--- config.mk ---
export PLATFORM = sky130hd
export DESIGN_NAME = clock_phase_meter_flat
export DESIGN_NICKNAME = d
export VERILOG_FILES = /design/src/rtl/clock_phase_meter_if.sv /design/src/rtl/clock_phase_meter.sv /design/src/flat_wrapper.sv
export SDC_FILE = /design/constraint.sdc
export NUM_CORES = 1
export LEC_CHECK = 0
export BUFFER_PORTS_ARGS = -buffer_cell sky130_fd_sc_hd__buf_2
export CORE_MARGIN = 3
export CORE_UTILIZATION = 54
export DETAILED_ROUTE_END_ITERATION = 12
export PLACE_DENSITY_LB_ADDON = 0.08
export SLEW_MARGIN = 20
export SYNTH_ARGS = -nofsm -noshare
export SYNTH_HDL_FRONTEND = slang
export SYNTH_SLANG_ARGS = --single-unit
--- constraint.sdc ---
create_clock -name clk -period 4.8 [get_ports clk]
set_clock_uncertainty 0.1 [all_clocks]
set_input_delay 1.2 -clock clk [delete_from_list [all_inputs] [get_ports clk]]
set_output_delay 1.2 -clock clk [all_outputs]
set_load 0.01 [all_outputs]
--- src/rtl/clock_phase_meter_if.sv ---
// rtl/clock_phase_meter_if.sv - clock inputs and measurement results of clock_phase_meter
interface clock_phase_meter_if #(
    parameter int CW = 16
);
    logic          en;
    logic          ref_in;
    logic          buf_in;
    logic [CW-1:0] period_o;
    logic [CW-1:0] delay_o;
    logic [8:0]    phase_o;
    logic          valid_o;
    logic          nolock_o;
    logic          timeout_o;
    logic          busy_o;

    // Side that drives the clocks and consumes the results
    modport master (
        output en, ref_in, buf_in,
        input  period_o, delay_o, phase_o, valid_o, nolock_o, timeout_o, busy_o
    );

    // The meter itself
    modport slave (
        input  en, ref_in, buf_in,
        output period_o, delay_o, phase_o, valid_o, nolock_o, timeout_o, busy_o
    );
endinterface

--- src/rtl/clock_phase_meter.sv ---
// rtl/clock_phase_meter.sv - ref period / ref->buf delay / phase monitor
module clock_phase_meter #(
    parameter int CW   = 16,
    parameter int SYNC = 2
) (
    input  logic               clk,
    input  logic               rst_n,
    clock_phase_meter_if.slave io
);

    // Numerator dly*360 needs 9 extra bits; one quotient bit per DIV cycle.
    localparam int NW = CW + 9;
    localparam int BW = $clog2(NW);
    // Last count value before the period counter would saturate.
    localparam logic [CW-1:0] CNT_LAST = {{(CW-1){1'b1}}, 1'b0};

    typedef enum logic [1:0] {
        SEEK = 2'd0,
        MEAS = 2'd1,
        DIV  = 2'd2
    } state_t;

    logic [SYNC-1:0] ref_sync_q, ref_sync_d;
    logic [SYNC-1:0] buf_sync_q, buf_sync_d;
    logic            ref_hist_q, ref_hist_d;
    logic            buf_hist_q, buf_hist_d;
    logic            ref_rise, buf_rise;

    state_t          state_q, state_d;
    logic [CW-1:0]   cnt_q, cnt_d;
    logic [CW-1:0]   dly_q, dly_d;
    logic [CW-1:0]   per_q, per_d;
    logic            got_buf_q, got_buf_d;
    logic [CW-1:0]   rem_q, rem_d;
    logic [NW-1:0]   quo_q, quo_d;
    logic [BW-1:0]   bit_cnt_q, bit_cnt_d;

    logic [CW-1:0]   period_q, period_d;
    logic [CW-1:0]   delay_q, delay_d;
    logic [8:0]      phase_q, phase_d;
    logic            valid_q, valid_d;
    logic            nolock_q, nolock_d;
    logic            timeout_q, timeout_d;
    logic            busy_q, busy_d;

    logic [CW:0]     trial;
    logic            trial_ge;
    logic [CW-1:0]   rem_next;
    logic [NW-1:0]   quo_next;

    // Synchronizer chains plus history flops; both paths have equal latency.
    always_comb begin
        ref_sync_d = {ref_sync_q[SYNC-2:0], io.ref_in};
        buf_sync_d = {buf_sync_q[SYNC-2:0], io.buf_in};
        ref_hist_d = ref_sync_q[SYNC-1];
        buf_hist_d = buf_sync_q[SYNC-1];
    end

    assign ref_rise = ref_sync_q[SYNC-1] & ~ref_hist_q;
    assign buf_rise = buf_sync_q[SYNC-1] & ~buf_hist_q;

    // One restoring-division step: shift next numerator bit into the remainder.
    always_comb begin
        trial    = {rem_q, quo_q[NW-1]};
        trial_ge = (trial >= {1'b0, per_q});
        rem_next = trial_ge ? CW'(trial - {1'b0, per_q}) : trial[CW-1:0];
        quo_next = {quo_q[NW-2:0], trial_ge};
    end

    // Measurement FSM: SEEK -> MEAS -> DIV -> SEEK, all outputs registered.
    always_comb begin
        state_d   = state_q;
        cnt_d     = cnt_q;
        dly_d     = dly_q;
        per_d     = per_q;
        got_buf_d = got_buf_q;
        rem_d     = rem_q;
        quo_d     = quo_q;
        bit_cnt_d = bit_cnt_q;
        period_d  = period_q;
        delay_d   = delay_q;
        phase_d   = phase_q;
        valid_d   = 1'b0;
        nolock_d  = 1'b0;
        timeout_d = 1'b0;

        if (!io.en) begin
            state_d = SEEK;
        end else begin
            case (state_q)
                SEEK: begin
                    // A buf rise in this same cycle is deliberately not captured.
                    if (ref_rise) begin
                        cnt_d     = CW'(1);
                        got_buf_d = 1'b0;
                        state_d   = MEAS;
                    end
                end
                MEAS: begin
                    cnt_d = cnt_q + CW'(1);
                    if (ref_rise) begin
                        // Closing edge; cnt_q equals cycles since the opening edge.
                        per_d = cnt_q;
                        if (got_buf_q) begin
                            quo_d     = NW'(dly_q) * NW'(360);
                            rem_d     = '0;
                            bit_cnt_d = BW'(NW - 1);
                            state_d   = DIV;
                        end else begin
                            nolock_d = 1'b1;
                            state_d  = SEEK;
                        end
                    end else begin
                        // Only the first buf rise of the period defines the delay.
                        if (buf_rise && !got_buf_q) begin
                            dly_d     = cnt_q;
                            got_buf_d = 1'b1;
                        end
                        if (cnt_q == CNT_LAST) begin
                            timeout_d = 1'b1;
                            state_d   = SEEK;
                        end
                    end
                end
                DIV: begin
                    rem_d     = rem_next;
                    quo_d     = quo_next;
                    bit_cnt_d = bit_cnt_q - BW'(1);
                    // Final quotient bit is folded straight into the published phase.
                    if (bit_cnt_q == '0) begin
                        period_d = per_q;
                        delay_d  = dly_q;
                        phase_d  = quo_next[8:0];
                        valid_d  = 1'b1;
                        state_d  = SEEK;
                    end
                end
                default: begin
                    state_d = SEEK;
                end
            endcase
        end

        busy_d = (state_d != SEEK);
    end

    // State and output registers with asynchronous clear.
    always_ff @(posedge clk or negedge rst_n) begin
        if (!rst_n) begin
            ref_sync_q <= '0;
            buf_sync_q <= '0;
            ref_hist_q <= 1'b0;
            buf_hist_q <= 1'b0;
            state_q    <= SEEK;
            cnt_q      <= '0;
            dly_q      <= '0;
            per_q      <= '0;
            got_buf_q  <= 1'b0;
            rem_q      <= '0;
            quo_q      <= '0;
            bit_cnt_q  <= '0;
            period_q   <= '0;
            delay_q    <= '0;
            phase_q    <= '0;
            valid_q    <= 1'b0;
            nolock_q   <= 1'b0;
            timeout_q  <= 1'b0;
            busy_q     <= 1'b0;
        end else begin
            ref_sync_q <= ref_sync_d;
            buf_sync_q <= buf_sync_d;
            ref_hist_q <= ref_hist_d;
            buf_hist_q <= buf_hist_d;
            state_q    <= state_d;
            cnt_q      <= cnt_d;
            dly_q      <= dly_d;
            per_q      <= per_d;
            got_buf_q  <= got_buf_d;
            rem_q      <= rem_d;
            quo_q      <= quo_d;
            bit_cnt_q  <= bit_cnt_d;
            period_q   <= period_d;
            delay_q    <= delay_d;
            phase_q    <= phase_d;
            valid_q    <= valid_d;
            nolock_q   <= nolock_d;
            timeout_q  <= timeout_d;
            busy_q     <= busy_d;
        end
    end

    assign io.period_o  = period_q;
    assign io.delay_o   = delay_q;
    assign io.phase_o   = phase_q;
    assign io.valid_o   = valid_q;
    assign io.nolock_o  = nolock_q;
    assign io.timeout_o = timeout_q;
    assign io.busy_o    = busy_q;

endmodule
--- src/flat_wrapper.sv ---
// flat-port wrapper written by rule: the top's interface ports become plain ports
module clock_phase_meter_flat 
#(
    parameter int CW   = 16,
    parameter int SYNC = 2
)
  (clk, rst_n, io_en, io_ref_in, io_buf_in, io_period_o, io_delay_o, io_phase_o, io_valid_o, io_nolock_o, io_timeout_o, io_busy_o);
  clock_phase_meter_if #(.CW(CW)) io_i ();
  input  logic clk;
  input  logic rst_n;
  input wire logic [$bits(io_i.en)-1:0] io_en;
  input wire logic [$bits(io_i.ref_in)-1:0] io_ref_in;
  input wire logic [$bits(io_i.buf_in)-1:0] io_buf_in;
  output wire logic [$bits(io_i.period_o)-1:0] io_period_o;
  output wire logic [$bits(io_i.delay_o)-1:0] io_delay_o;
  output wire logic [$bits(io_i.phase_o)-1:0] io_phase_o;
  output wire logic [$bits(io_i.valid_o)-1:0] io_valid_o;
  output wire logic [$bits(io_i.nolock_o)-1:0] io_nolock_o;
  output wire logic [$bits(io_i.timeout_o)-1:0] io_timeout_o;
  output wire logic [$bits(io_i.busy_o)-1:0] io_busy_o;
  assign io_i.en = io_en;
  assign io_i.ref_in = io_ref_in;
  assign io_i.buf_in = io_buf_in;
  assign io_period_o = io_i.period_o;
  assign io_delay_o = io_i.delay_o;
  assign io_phase_o = io_i.phase_o;
  assign io_valid_o = io_i.valid_o;
  assign io_nolock_o = io_i.nolock_o;
  assign io_timeout_o = io_i.timeout_o;
  assign io_busy_o = io_i.busy_o;
  clock_phase_meter #(.CW(CW), .SYNC(SYNC)) u_core (.clk(clk), .rst_n(rst_n), .io(io_i));
endmodule
Word-level counts from Yosys, hierarchy flattened
Index checks and enable logic that the tools add are counted.
{ "totals": {"register_bits": 148, "latch_bits": 0, "ram_bits": 0, "mem_bits_ro": 0, "in_bits": 5, "output_inout_bits": 45, "elab_cells": 84, "mem_count": 0} }
{ "classes": {"add_sub_neg": 3, "n_mul": 1, "div_mod_pow": 0, "magnitude_cmp": 1, "n_eq_ne": 8, "n_shift": 0, "n_mux": 34, "bitwise": 5, "n_reduce_logical": 13} }
{ "ops": {"columns": ["operator", "n"], "rows": [
  ["$mux W16", 4],
  ["$pmux W16 S2", 2],
  ["$mux W25", 2],
  ["$pmux W25 S2", 1],
  ["$mul A16 B6 Y22 const B", 1],
  ["$ge A17 B16 Y1", 1],
  ["$add A16 B1 Y16 const B", 1],
  ["$eq A16 B16 Y1 const B", 1],
  ["$sub A16 B16 Y16", 1],
  ["$mux W1", 14],
  ["$mux W2", 6],
  ["$mux W5", 2],
  ["$pmux W5 S2", 1],
  ["$reduce_and A3 Y1", 3],
  ["$ne A2 B1 Y1 const B", 4],
  ["$reduce_and A4 Y1", 2],
  ["$pmux W2 S3", 1],
  ["$reduce_bool A2 Y1", 3],
  ["$logic_not A5 Y1", 1],
  ["$reduce_and A5 Y1", 1],
  ["$sub A5 B1 Y5 const B", 1],
  ["$not A1 Y1", 3],
  ["$and A1 B1 Y1", 2],
  ["$eq A2 B1 Y1 const B", 1],
  ["6 further kinds", 6]
]} }

Logic depth before layout (Yosys ltp)
Gate-level depths: netlist of run 1.
{ "logic_depth": {"word_depth": 6, "mapped_depth": 15, "depth_no_buf": 15} }

Worst setup path after synthesis of run 1
No wires, ideal clock.
{ "synth_path": {"path_kind": "flip-flop to flip-flop", "start": "reg u_core.dly_q[4]", "end": "reg u_core.quo_q[23]", "setup_ns": 0.083, "arrival_time_ns": 3.616, "setup_slack_ns": 1.001, "stages_incl_launch_ff": 12, "synth_period_minus_slack_ns": 3.799, "cell_sequence": "dfrtp_1 > ha_1 > fa_1 > fa_1 > ha_1 > nor2b_1 > o31a_1 > o41a_1 > o41ai_1 > o21ai_0 > xnor2_1 > o21ai_0"} }
{ "synth_between": {"elab_chain_cells": 4} }
{ "synth_rtl": {"columns": ["element", "line_no", "text"], "rows": [
  ["from (decl)", "clock_phase_meter.sv:31", "logic [CW-1:0] dly_q, dly_d;"],
  ["from (signal assigned)", "clock_phase_meter.sv:176", "dly_q <= dly_d;"],
  ["$mul A16 B6 Y22", "clock_phase_meter.sv:105", "quo_d = NW'(dly_q) * NW'(360);"],
  ["$mux W25", "clock_phase_meter.sv:104", "if (got_buf_q) begin"],
  ["$mux W25", "clock_phase_meter.sv:101", "if (ref_rise) begin"],
  ["$pmux W25 S2", "clock_phase_meter.sv:90", "case (state_q)"],
  ["to (signal assigned)", "clock_phase_meter.sv:180", "quo_q <= quo_d;"],
  ["to (decl)", "clock_phase_meter.sv:35", "logic [NW-1:0] quo_q, quo_d;"]
]} }
Every way passes these cells. The select of a mux whose other input is x is not followed.
A chain may end at the register's enable or synchronous reset.

Worst setup path in the final report of run 1
Same ends and word-level chain as after synthesis.

==> results.sh, run 1 <==
export IMPL_hold_viol_final=0
export IMPL_grt_pass1_vias=6448
export IMPL_syn_nets=945
export IMPL_cts_sinks=148
export IMPL_diodes=0
export IMPL_grt_max_degree=95
export IMPL_area_growth_pct=11.95
export IMPL_synthTopCellsByCount="dfrtp_1, inv_1, ha_1"
export IMPL_initial_core_util_pct=56.30
export IMPL_yosysWarningCount=0
export IMPL_drtAntennaViolNets=0
export IMPL_gp_congestion=0.8756
export IMPL_crit_arrival_ns=4.35
export IMPL_synth_enable_flop_cells=0
export IMPL_syn_area_um2=8750
export IMPL_grt_pass1_wl_um=33330
export IMPL_ios=50
export IMPL_rsz0062_at_grt="false"
export IMPL_avgSynthCellArea_um2=10.31
export IMPL_post_route_period_util_pct=86.77
export IMPL_cts_setup_buffers=0
export IMPL_worstSetupPathType="reg -> reg"
export IMPL_seq_area_frac_synth_pct=42.33
export IMPL_ys_types=59
export IMPL_firstDrtPassIters=5
export IMPL_slew_headroom_pct=25.13
export IMPL_io_buffers=49
export IMPL_peakVddDrop_mv=0.3082
export IMPL_status="finished, final reports clean"
export IMPL_insertion_delay_ns=0.42
export IMPL_synthFlopType="dfrtp_1"
export IMPL_nNetsFinal=991
export IMPL_crit_required_ns=4.98
export IMPL_clock_root_buffer="clkbuf_16"
export IMPL_dp_hpwl_um=14610
export IMPL_synth_most_common_cell="dfrtp_1"
export IMPL_power_mw=3.427
export IMPL_timing_hold_ws_ns=0.2482
export IMPL_drcViolationCount=0
export IMPL_drive_gt1_share_pct=18.10
export IMPL_stdcell_area_um2=9796
export IMPL_ctsHoldBuffers=0
export IMPL_grt_ovfl_total=0
export IMPL_cts_buffer_depth=2
export IMPL_antenna_found_initial=1
export IMPL_rows=45
export IMPL_cap_violations=0
export IMPL_coreArea_um2=15540
export IMPL_path_clk_slew_ns=0.07
export IMPL_power_density_nw_per_um2=349.9
export IMPL_timing_final_crit_period_ns=4.165
export IMPL_die_y_um=133.3
export IMPL_synthCells=849
export IMPL_vias=6296
export IMPL_fmax_mhz=240.1
export IMPL_grt_usage_pct=23.27
export IMPL_dieArea_um2=17770
export IMPL_setup_viol=0
export IMPL_cts_tree="built"
export IMPL_crit_path_end_kind="register"
export IMPL_yosysTopAreaCell="dfrtp_1"
export IMPL_synth_top_area_share_pct=42.33
export IMPL_numCtsBuffers=17
export IMPL_critPathMaxFanout=4
export IMPL_wire_per_inst_um=17.79
export IMPL_h_tree_depth=4
export IMPL_worst_pin_slew_ns=1.114
export IMPL_synth_area_leaders="dfrtp_1, ha_1, mux2_2"
export IMPL_cts_resized_gates=0
export IMPL_p_leak_nw=5.052
export IMPL_utilization_pct=63.04
export IMPL_drt_total_wl_um=19880
export IMPL_async_reset_ff_share_pct=100.0
export IMPL_drv_slew=0
export IMPL_reg2reg_slack_ns=0.63
export IMPL_placed_area_um2=9210
export IMPL_drt_initial_drc_count=341
export IMPL_vias_per_cell=5.637
export IMPL_min_path_type="reg -> reg"
export IMPL_tns_ns=0
export IMPL_die_w_um=133.3
export IMPL_crit_path_start_kind="register"
export IMPL_ys_ff_latch=148
area by class of cell:
cell class	instances	area [µm²]
Clock buffer	18	439.2
Clock inverter	12	146.4
Fill cell	1328	5744
Inverter	82	307.8
Multi-Input combinational cell	592	4633
Sequential cell	148	3704
Tap cell	211	264.0
Timing Repair Buffer	54	301.5
critical path, cell delays in order (launching register included):
cell	delay, ns
dfrtp_1	0.41
ha_1	0.37
fa_1	0.58
fa_1	0.43
ha_1	0.35
nor2b_1	0.17
o31a_1	0.27
o41a_1	0.34
o41ai_1	0.51
o21ai_0	0.21
xnor2_1	0.18
o21ai_0	0.10
cells in the final DEF, fill, tap and decap left out, types with 3 or more instances in the layout:
master     count
a211oi_1       6
a21o_1         7
a21oi_1       56
a22o_1         3
a31oi_1        4
and2_1         3
and3_1         7
and4_1         6
buf_2         48
buf_4          4
clkbuf_16     17
dfrtp_1      148
fa_1          20
ha_1          71
inv_1         82
inv_6          3
inv_8          3
mux2_2        68
mux2i_1       15
nand2_1       66
nand2b_1       7
nand3_1       19
nand4_1       10
nor2_1        40
nor2b_1        8
nor3_1        11
o211ai_1       3
o21a_1        10
o21ai_0       62
o21bai_1       6
o221ai_1       3
o31ai_1        4
or3_1          5
xnor2_1       17
xor2_1        21
path summary, 6_finish.rpt:
kind	startpoint	end	depth (start not counted)
worst max-delay path	u_core.dly_q[4]	u_core.quo_q[23]	11
worst min-delay path	u_core.ref_sync_q[0]	u_core.ref_sync_q[1]	0
worst max register to register	u_core.dly_q[4]	u_core.quo_q[23]	11
worst min register to register	u_core.ref_sync_q[0]	u_core.ref_sync_q[1]	0
max in group asynchronous	rst_n	u_core.rem_q[13]	2
min in group asynchronous	rst_n	u_core.io.phase_o[3]	1
report_power, final:
group / switching, mW / total, mW / internal, mW / leakage, nW
Sequential: 0.0754 / 1.40 / 1.32 / 2.02
Combinational: 0.398 / 0.692 / 0.294 / 2.74
Clock: 0.552 / 1.34 / 0.788 / 0.289
kinds of logic after synthesis:
| kind of cell | count (synthesis) | share of synthesized area, % |
|---|---|---|
| AO/OA/AOI/OAI | 181 | 12.66 |
| XOR/XNOR | 38 | 3.804 |
| adder cells (fa/ha/maj) | 91 | 14.73 |
| buffers and inverters | 109 | 4.790 |
| flip-flops | 148 | 42.33 |
| multiplexers | 83 | 10.47 |
| AND/OR/NAND/NOR | 199 | 11.23 |
metal layers:
layer | vias up | global-route usage, % | share of wire, %
met5 | - | 0 | 0
li1 | 3059 | - | -
met3 | 16 | 4.267 | 3.1
met1 | 3108 | 33.64 | 49
met2 | 113 | 36.17 | 46
met4 | 0 | 6.743 | 1.3
state kept, by name (all words and copies together) (netlist names), 2 cells and up:
name	count
u_core.quo_q	25
u_core.cnt_q	16
u_core.dly_q	16
u_core.io.delay_o	16
u_core.io.period_o	16
u_core.per_q	16
u_core.rem_q	16
u_core.io.phase_o	9
u_core.bit_cnt_q	5
u_core.buf_sync_q	2
u_core.ref_sync_q	2
u_core.state_q	2
stage by stage:
stage	std cells	setup slack, ns
after floorplan	849	1.001
after CTS	1117	0.6452
after global placement	1087	0.7675
final	1117	0.6349
after global routing	1117	0.3805
after detailed placement	1087	0.6806
Note: power is estimated with default switching activity, not from simulation.
==> run 2: changes to the inputs <==
- ABC_AREA: default -> 1
- BUFFER_PORTS_ARGS: -buffer_cell sky130_fd_sc_hd__buf_2 -> default
- DONT_BUFFER_PORTS: default -> 1
==> results.sh, run 2 <==
export IMPL_drv_slew=0
export IMPL_grt_ovfl_total=0
export IMPL_coreArea_um2=16820
export IMPL_min_path_type="reg -> reg"
export IMPL_grt_usage_pct=23.81
export IMPL_fin_cells=1387
export IMPL_cts_resized_gates=0
export IMPL_slew_headroom_pct=32.71
export IMPL_synthCells=1160
export IMPL_nNetsFinal=1250
export IMPL_io_buffers=0
export IMPL_h_tree_depth=4
export IMPL_holdPathStages=0
export IMPL_yosysWarningCount=0
export IMPL_seq_area_frac_synth_pct=39.38
export IMPL_grt_pass1_vias=6828
export IMPL_wire_per_inst_um=15.62
export IMPL_synthSimpleGateAreaFrac_pct=23.52
export IMPL_ctsHoldBuffers=0
export IMPL_worstSetupPathType="reg -> reg"
export IMPL_dp_hpwl_um=16040
export IMPL_drtAntennaViolNets=0
export IMPL_avgSynthCellArea_um2=8.107
export IMPL_hold_viol_final=0
export IMPL_crit_path_end_kind="register"
export IMPL_n_fill_cell=1518
export IMPL_regToRegEndpoint="u_core.quo_q[24]"
export IMPL_cts_setup_buffers=0
export IMPL_antenna_found_initial=0
export IMPL_initial_core_util_pct=55.91
export IMPL_dp_cells=1355
export IMPL_ys_types=44
export IMPL_p_leak_nw=5.387
export IMPL_muxShareOfSynthArea_pct=2.515
export IMPL_placed_area_um2=9543
export IMPL_cts_buffer_depth=2
export IMPL_cap_violations=0
export IMPL_synth_enable_flop_cells=0
export IMPL_synth_top_area_share_pct=39.38
export IMPL_die_y_um=138.0
export IMPL_diodes=0
export IMPL_yosysTopAreaCell="dfrtp_1"
export IMPL_vias_per_cell=5.315
export IMPL_status="finished, final reports clean"
export IMPL_largest_register_ffs=25
export IMPL_gp_congestion=0.8730
export IMPL_worst_pin_slew_ns=1.007
export IMPL_timing_hold_ws_ns=0.2485
export IMPL_reg2reg_slack_ns=1.37
export IMPL_firstDrtPassIters=5
export IMPL_drive_gt1_share_pct=6.341
export IMPL_synthTopCellsByCount="nand2_1, inv_1, dfrtp_1"
export IMPL_grt_pass1_wl_um=35420
export IMPL_syn_area_um2=9404
export IMPL_synth_top_family_by_area="simple AND/OR/NAND/NOR gates"
export IMPL_stdcell_area_um2=10180
export IMPL_synth_compound_area_share_pct=9.260
export IMPL_drcViolationCount=0
export IMPL_fmax_mhz=291.6
export IMPL_power_mw=3.938
export IMPL_numCtsBuffers=17
export IMPL_peakVddDrop_mv=0.2745
export IMPL_top_register="u_core.quo_q"
export IMPL_vias=7372
export IMPL_final_common_cell="nand2_1"
export IMPL_die_w_um=138.0
export IMPL_synth_xor_area_share_pct=2.328
export IMPL_ys_ff_latch=148
export IMPL_timing_final_ws_setup_ns=1.371
export IMPL_power_density_nw_per_um2=386.8
export IMPL_drt_initial_drc_count=399
export IMPL_cts_sinks=148
export IMPL_dieArea_um2=19030
export IMPL_area_growth_pct=8.236
export IMPL_setup_viol=0
export IMPL_post_route_period_util_pct=71.44
export IMPL_drt_total_wl_um=21660
export IMPL_r2r_start="u_core.dly_q[11]"
export IMPL_rows=47
export IMPL_critPathLaunch="u_core.dly_q[11]"
export IMPL_layout_common_cells="nand2_1, inv_1, dfrtp_1"
export IMPL_synthFlopType="dfrtp_1"
export IMPL_path_clk_slew_ns=0.06
export IMPL_ios=50
export IMPL_utilization_pct=60.52
export IMPL_synth_most_common_cell="nand2_1"
export IMPL_synth_area_leaders="dfrtp_1, nand2_1, ha_1"
export IMPL_crit_path_start_kind="register"
export IMPL_layout_area_seq_um2=3704
export IMPL_rsz0062_at_grt="false"
export IMPL_hp_start="u_core.ref_sync_q[0]"
export IMPL_clock_root_buffer="clkbuf_16"
export IMPL_synthAdderAreaFrac_pct=13.70
export IMPL_crit_required_ns=5.05
export IMPL_syn_nets=1256
export IMPL_multiInputGateArea_um2=4827
export IMPL_cts_tree="built"
export IMPL_critPathMaxFanout=4
export IMPL_post_place_ws_ns=1.387
export IMPL_cp_endpoint="u_core.quo_q[24]"
export IMPL_grt_max_degree=149
export IMPL_async_reset_ff_share_pct=100.0
export IMPL_insertion_delay_ns=0.43
export IMPL_crit_arrival_ns=3.68
export IMPL_tns_ns=0
export IMPL_timing_final_crit_period_ns=3.429
export IMPL_r2r_cells=15
==> run 2: cell types whose count changed in the layout (fill, tap and decap cells not counted), sizes merged, moves of 17 or more <==
cell,before,now
nand2,66,332
inv,88,197
nand3,20,73
buf,54,3
mux2,68,21
nand3b,2,19
==> run 2: layer usage <==
| layer | vias to the layer above | track usage, % | share of wire [%] |
|---|---|---|---|
| met3 | 18 | 4.790 | 5.1 |
| li1 | 3713 | - | - |
| met4 | 0 | 5.434 | 0.98 |
| met2 | 156 | 37.01 | 45 |
| met5 | - | 0 | 0 |
| met1 | 3485 | 34.60 | 49 |
==> run 2: cell type report <==
cell class                 count  area share [%]
sequential                   148           36.39
clock buffer                  17           4.179
inverter                     189           7.019
timing repair buffer           3          0.2213
tap                          220           2.704
clock inverter                15           2.065
multi-input combinational    795           47.42
==> run 2: critical path: stages, from the launching register on <==
cell and delay, ns:
dfrtp_1 0.45, ha_1 0.36, inv_1 0.07, fa_1 0.45, fa_1 0.49, inv_1 0.04
ha_1 0.36, a21oi_1 0.32, nor2_1 0.08, nor2_1 0.21, nor2_1 0.06, nor2_1 0.08
nand2_1 0.07, nand2_1 0.06, nand2_1 0.04, o21bai_1 0.12
==> run 2: cells by family (layout without fill, tap and decap cells) <==
kind of cell	count (synthesis)	after routing
buffers and inverters	217	224
xor gates and xnor gates	25	25
and+or+nand+nor	510	510
muxes	21	21
DFF	148	148
AOI/OAI and AO/OA	148	148
adders and majority gates	91	91
==> run 2: worst min path at each step <==
stage          slack (ns)              endpoint
2_1_floorplan        0.23  u_core.buf_sync_q[1]
3_3_place_gp         0.23  u_core.buf_sync_q[1]
3_5_place_dp         0.23  u_core.ref_sync_q[1]
4_1_cts              0.25  u_core.ref_sync_q[1]
5_1_grt              0.26  u_core.buf_sync_q[1]
6_report             0.25  u_core.ref_sync_q[1]
==> run 2: report_power, final <==
part           internal [mW]  switching (mW)
Sequential              1.37           0.100
Combinational          0.381           0.637
Clock                  0.846           0.602
Total                   2.60            1.34
==> run 3: changes to the inputs <==
- clock period: 4.8 -> 3.3 ns (I/O delays scaled with it)
==> results.sh, run 3 (synthesized netlist as in run 2, its figures left out) <==
export IMPL_wl_met2_um=10290
export IMPL_largest_register_ffs=25
export IMPL_grt_pass1_wl_um=36740
export IMPL_io_buffers=0
export IMPL_drv_slew=0
export IMPL_cts_tree="built"
export IMPL_highest_layer="met4"
export IMPL_initial_core_util_pct=55.91
export IMPL_vias_per_cell=5.301
export IMPL_worstSetupPathType="reg -> reg"
export IMPL_grt_max_degree=149
export IMPL_die_w_um=138.0
export IMPL_gp_congestion=0.9201
export IMPL_max_stage_delay_ns=0.55
export IMPL_diodes=0
export IMPL_layout_common_cells="nand2_1, inv_1, dfrtp_1"
export IMPL_drcViolationCount=0
export IMPL_dieArea_um2=19030
export IMPL_path_buf_inv=0
export IMPL_h_tree_depth=4
export IMPL_coreArea_um2=16820
export IMPL_numCtsBuffers=17
export IMPL_grt_usage_pct=24.87
export IMPL_stdcell_area_um2=10610
export IMPL_rows=47
export IMPL_fmax_mhz=313.7
export IMPL_ios=50
export IMPL_met1_length_um=10730
export IMPL_timing_final_crit_period_ns=3.188
export IMPL_wire_per_inst_um=15.95
export IMPL_crit_path_start_kind="register"
export IMPL_crit_path_end_kind="register"
export IMPL_clock_root_buffer="clkbuf_16"
export IMPL_crit_path_top_delay_cell="fa_1"
export IMPL_peakVddDrop_mv=0.3793
export IMPL_dp_hpwl_um=16510
export IMPL_wl_met3_um=1179
export IMPL_firstDrtPassIters=5
export IMPL_drt_initial_drc_count=473
export IMPL_min_path_type="in -> async"
export IMPL_critPathTopFamily="adder cells"
export IMPL_vias=7533
export IMPL_timing_hold_ws_ns=-0.01736
export IMPL_area_growth_pct=12.84
export IMPL_nNetsFinal=1284
export IMPL_post_route_period_util_pct=96.60
export IMPL_power_density_nw_per_um2=531.1
export IMPL_tns_ns=0
export IMPL_drive_gt1_share_pct=12.82
export IMPL_drtAntennaViolNets=0
export IMPL_critPathMostFrequentCell="nand2_1"
export IMPL_p_leak_nw=5.487
export IMPL_top_register="u_core.quo_q"
export IMPL_slew_headroom_pct=61.96
export IMPL_drt_total_wl_um=22660
export IMPL_crit_required_ns=3.55
export IMPL_n_fill_cell=1487
export IMPL_die_y_um=138.0
export IMPL_worst_pin_slew_ns=0.5692
export IMPL_failed_checks="negative hold slack"
export IMPL_fin_cells=1421
export IMPL_cts_buffer_depth=2
export IMPL_antenna_found_initial=0
export IMPL_final_common_cell="nand2_1"
export IMPL_grt_ovfl_total=0
export IMPL_placed_area_um2=9753
export IMPL_path_cells="ha_1 > fa_1 > fa_1 > ha_2 > nand2_1 > nand2_1 > nand2_1 > nand2_1 > nand2_1 > nand3_2 > nand2_1 > nand2_1 > nand2_1 > nand2_1 > o21bai_1"
export IMPL_crit_arrival_ns=3.43
export IMPL_path_clk_slew_ns=0.07
export IMPL_cts_sinks=148
export IMPL_hold_viol_final=22
export IMPL_setup_viol=0
export IMPL_dp_cells=1383
export IMPL_critPathMaxFanout=6
export IMPL_grt_pass1_vias=7281
export IMPL_cap_violations=0
export IMPL_status="finished, violations left"
export IMPL_insertion_delay_ns=0.43
export IMPL_utilization_pct=63.09
[run 3: cell count changes in the layout (fill, tap and decap cells not counted), moves of 4 or more]
cell and delta:
buf_4 +34, ha_1 -18, ha_4 +11, nand2_1 -8
nand2_2 +8, ha_2 +7, a21oi_1 -6, a21oi_2 +5
inv_8 -4, nor2_1 -4, nor2_2 +4
[run 3: path summary, 6_finish.rpt]
kind                                 startpoint                    to  slack [ns]  depth (start not counted)
max                             u_core.dly_q[3]      u_core.quo_q[24]        0.11                         15
min                                       rst_n  u_core.io.phase_o[1]       -0.02                          0
max reg2reg                     u_core.dly_q[3]      u_core.quo_q[24]        0.11                         15
min reg2reg                u_core.ref_sync_q[0]  u_core.ref_sync_q[1]        0.25                          0
max in group asynchronous                 rst_n       u_core.dly_q[7]        2.88                          0
min in group clk           u_core.ref_sync_q[0]  u_core.ref_sync_q[1]        0.25                          0
[run 3: metrics by stage]
stage	setup slack, ns	power, mW
after floorplan	0.2278	3.251
after global placement	0.01197	3.660
after detailed placement	-0.007492	3.674
after CTS	0.02026	5.572
after global routing	-0.05241	6.010
final	0.1121	5.636
[run 3: power breakdown]
part           switching (mW)  internal, mW  leakage [nW]  total, mW
combinational           0.972         0.672          3.26       1.64
clock                   0.843          1.01         0.274       1.85
sequential              0.147          2.00          1.95       2.14
[run 3: worst register-to-register path, cell delays in order, from the launching register on]
cell and delay (ns):
dfrtp_1 0.43, ha_1 0.35, fa_1 0.51, fa_1 0.55
ha_2 0.32, nand2_1 0.10, nand2_1 0.05, nand2_1 0.06
nand2_1 0.06, nand2_1 0.07, nand3_2 0.12, nand2_1 0.09
nand2_1 0.06, nand2_1 0.06, nand2_1 0.04, o21bai_1 0.13
[run 3: what timing repair did]
item,CTS,global route
pin swaps,1,10
endpoints found under the setup margin,5,13
hold endpoints to repair,148,147
buffers inserted,0,6
gates resized for setup,7,45
[run 3: area by class of cell]
class                      instances  area (µm²)  area share (%)
clock inverter                    13       115.1           1.085
clock buffer                      19       442.9           4.174
tap                              220       275.3           2.594
timing repair buffer              37       277.8           2.618
sequential                       148        3707           34.94
inverter                         189       714.4           6.733
multi-input combinational        795        5079           47.86
[run 3: per-layer routing]
layer / up-vias / global-route usage [%]
met3: 33 / 5.298
li1: 3766 / -
met2: 171 / 38.20
met1: 3563 / 35.43
met5: - / 0
met4: 0 / 7.849
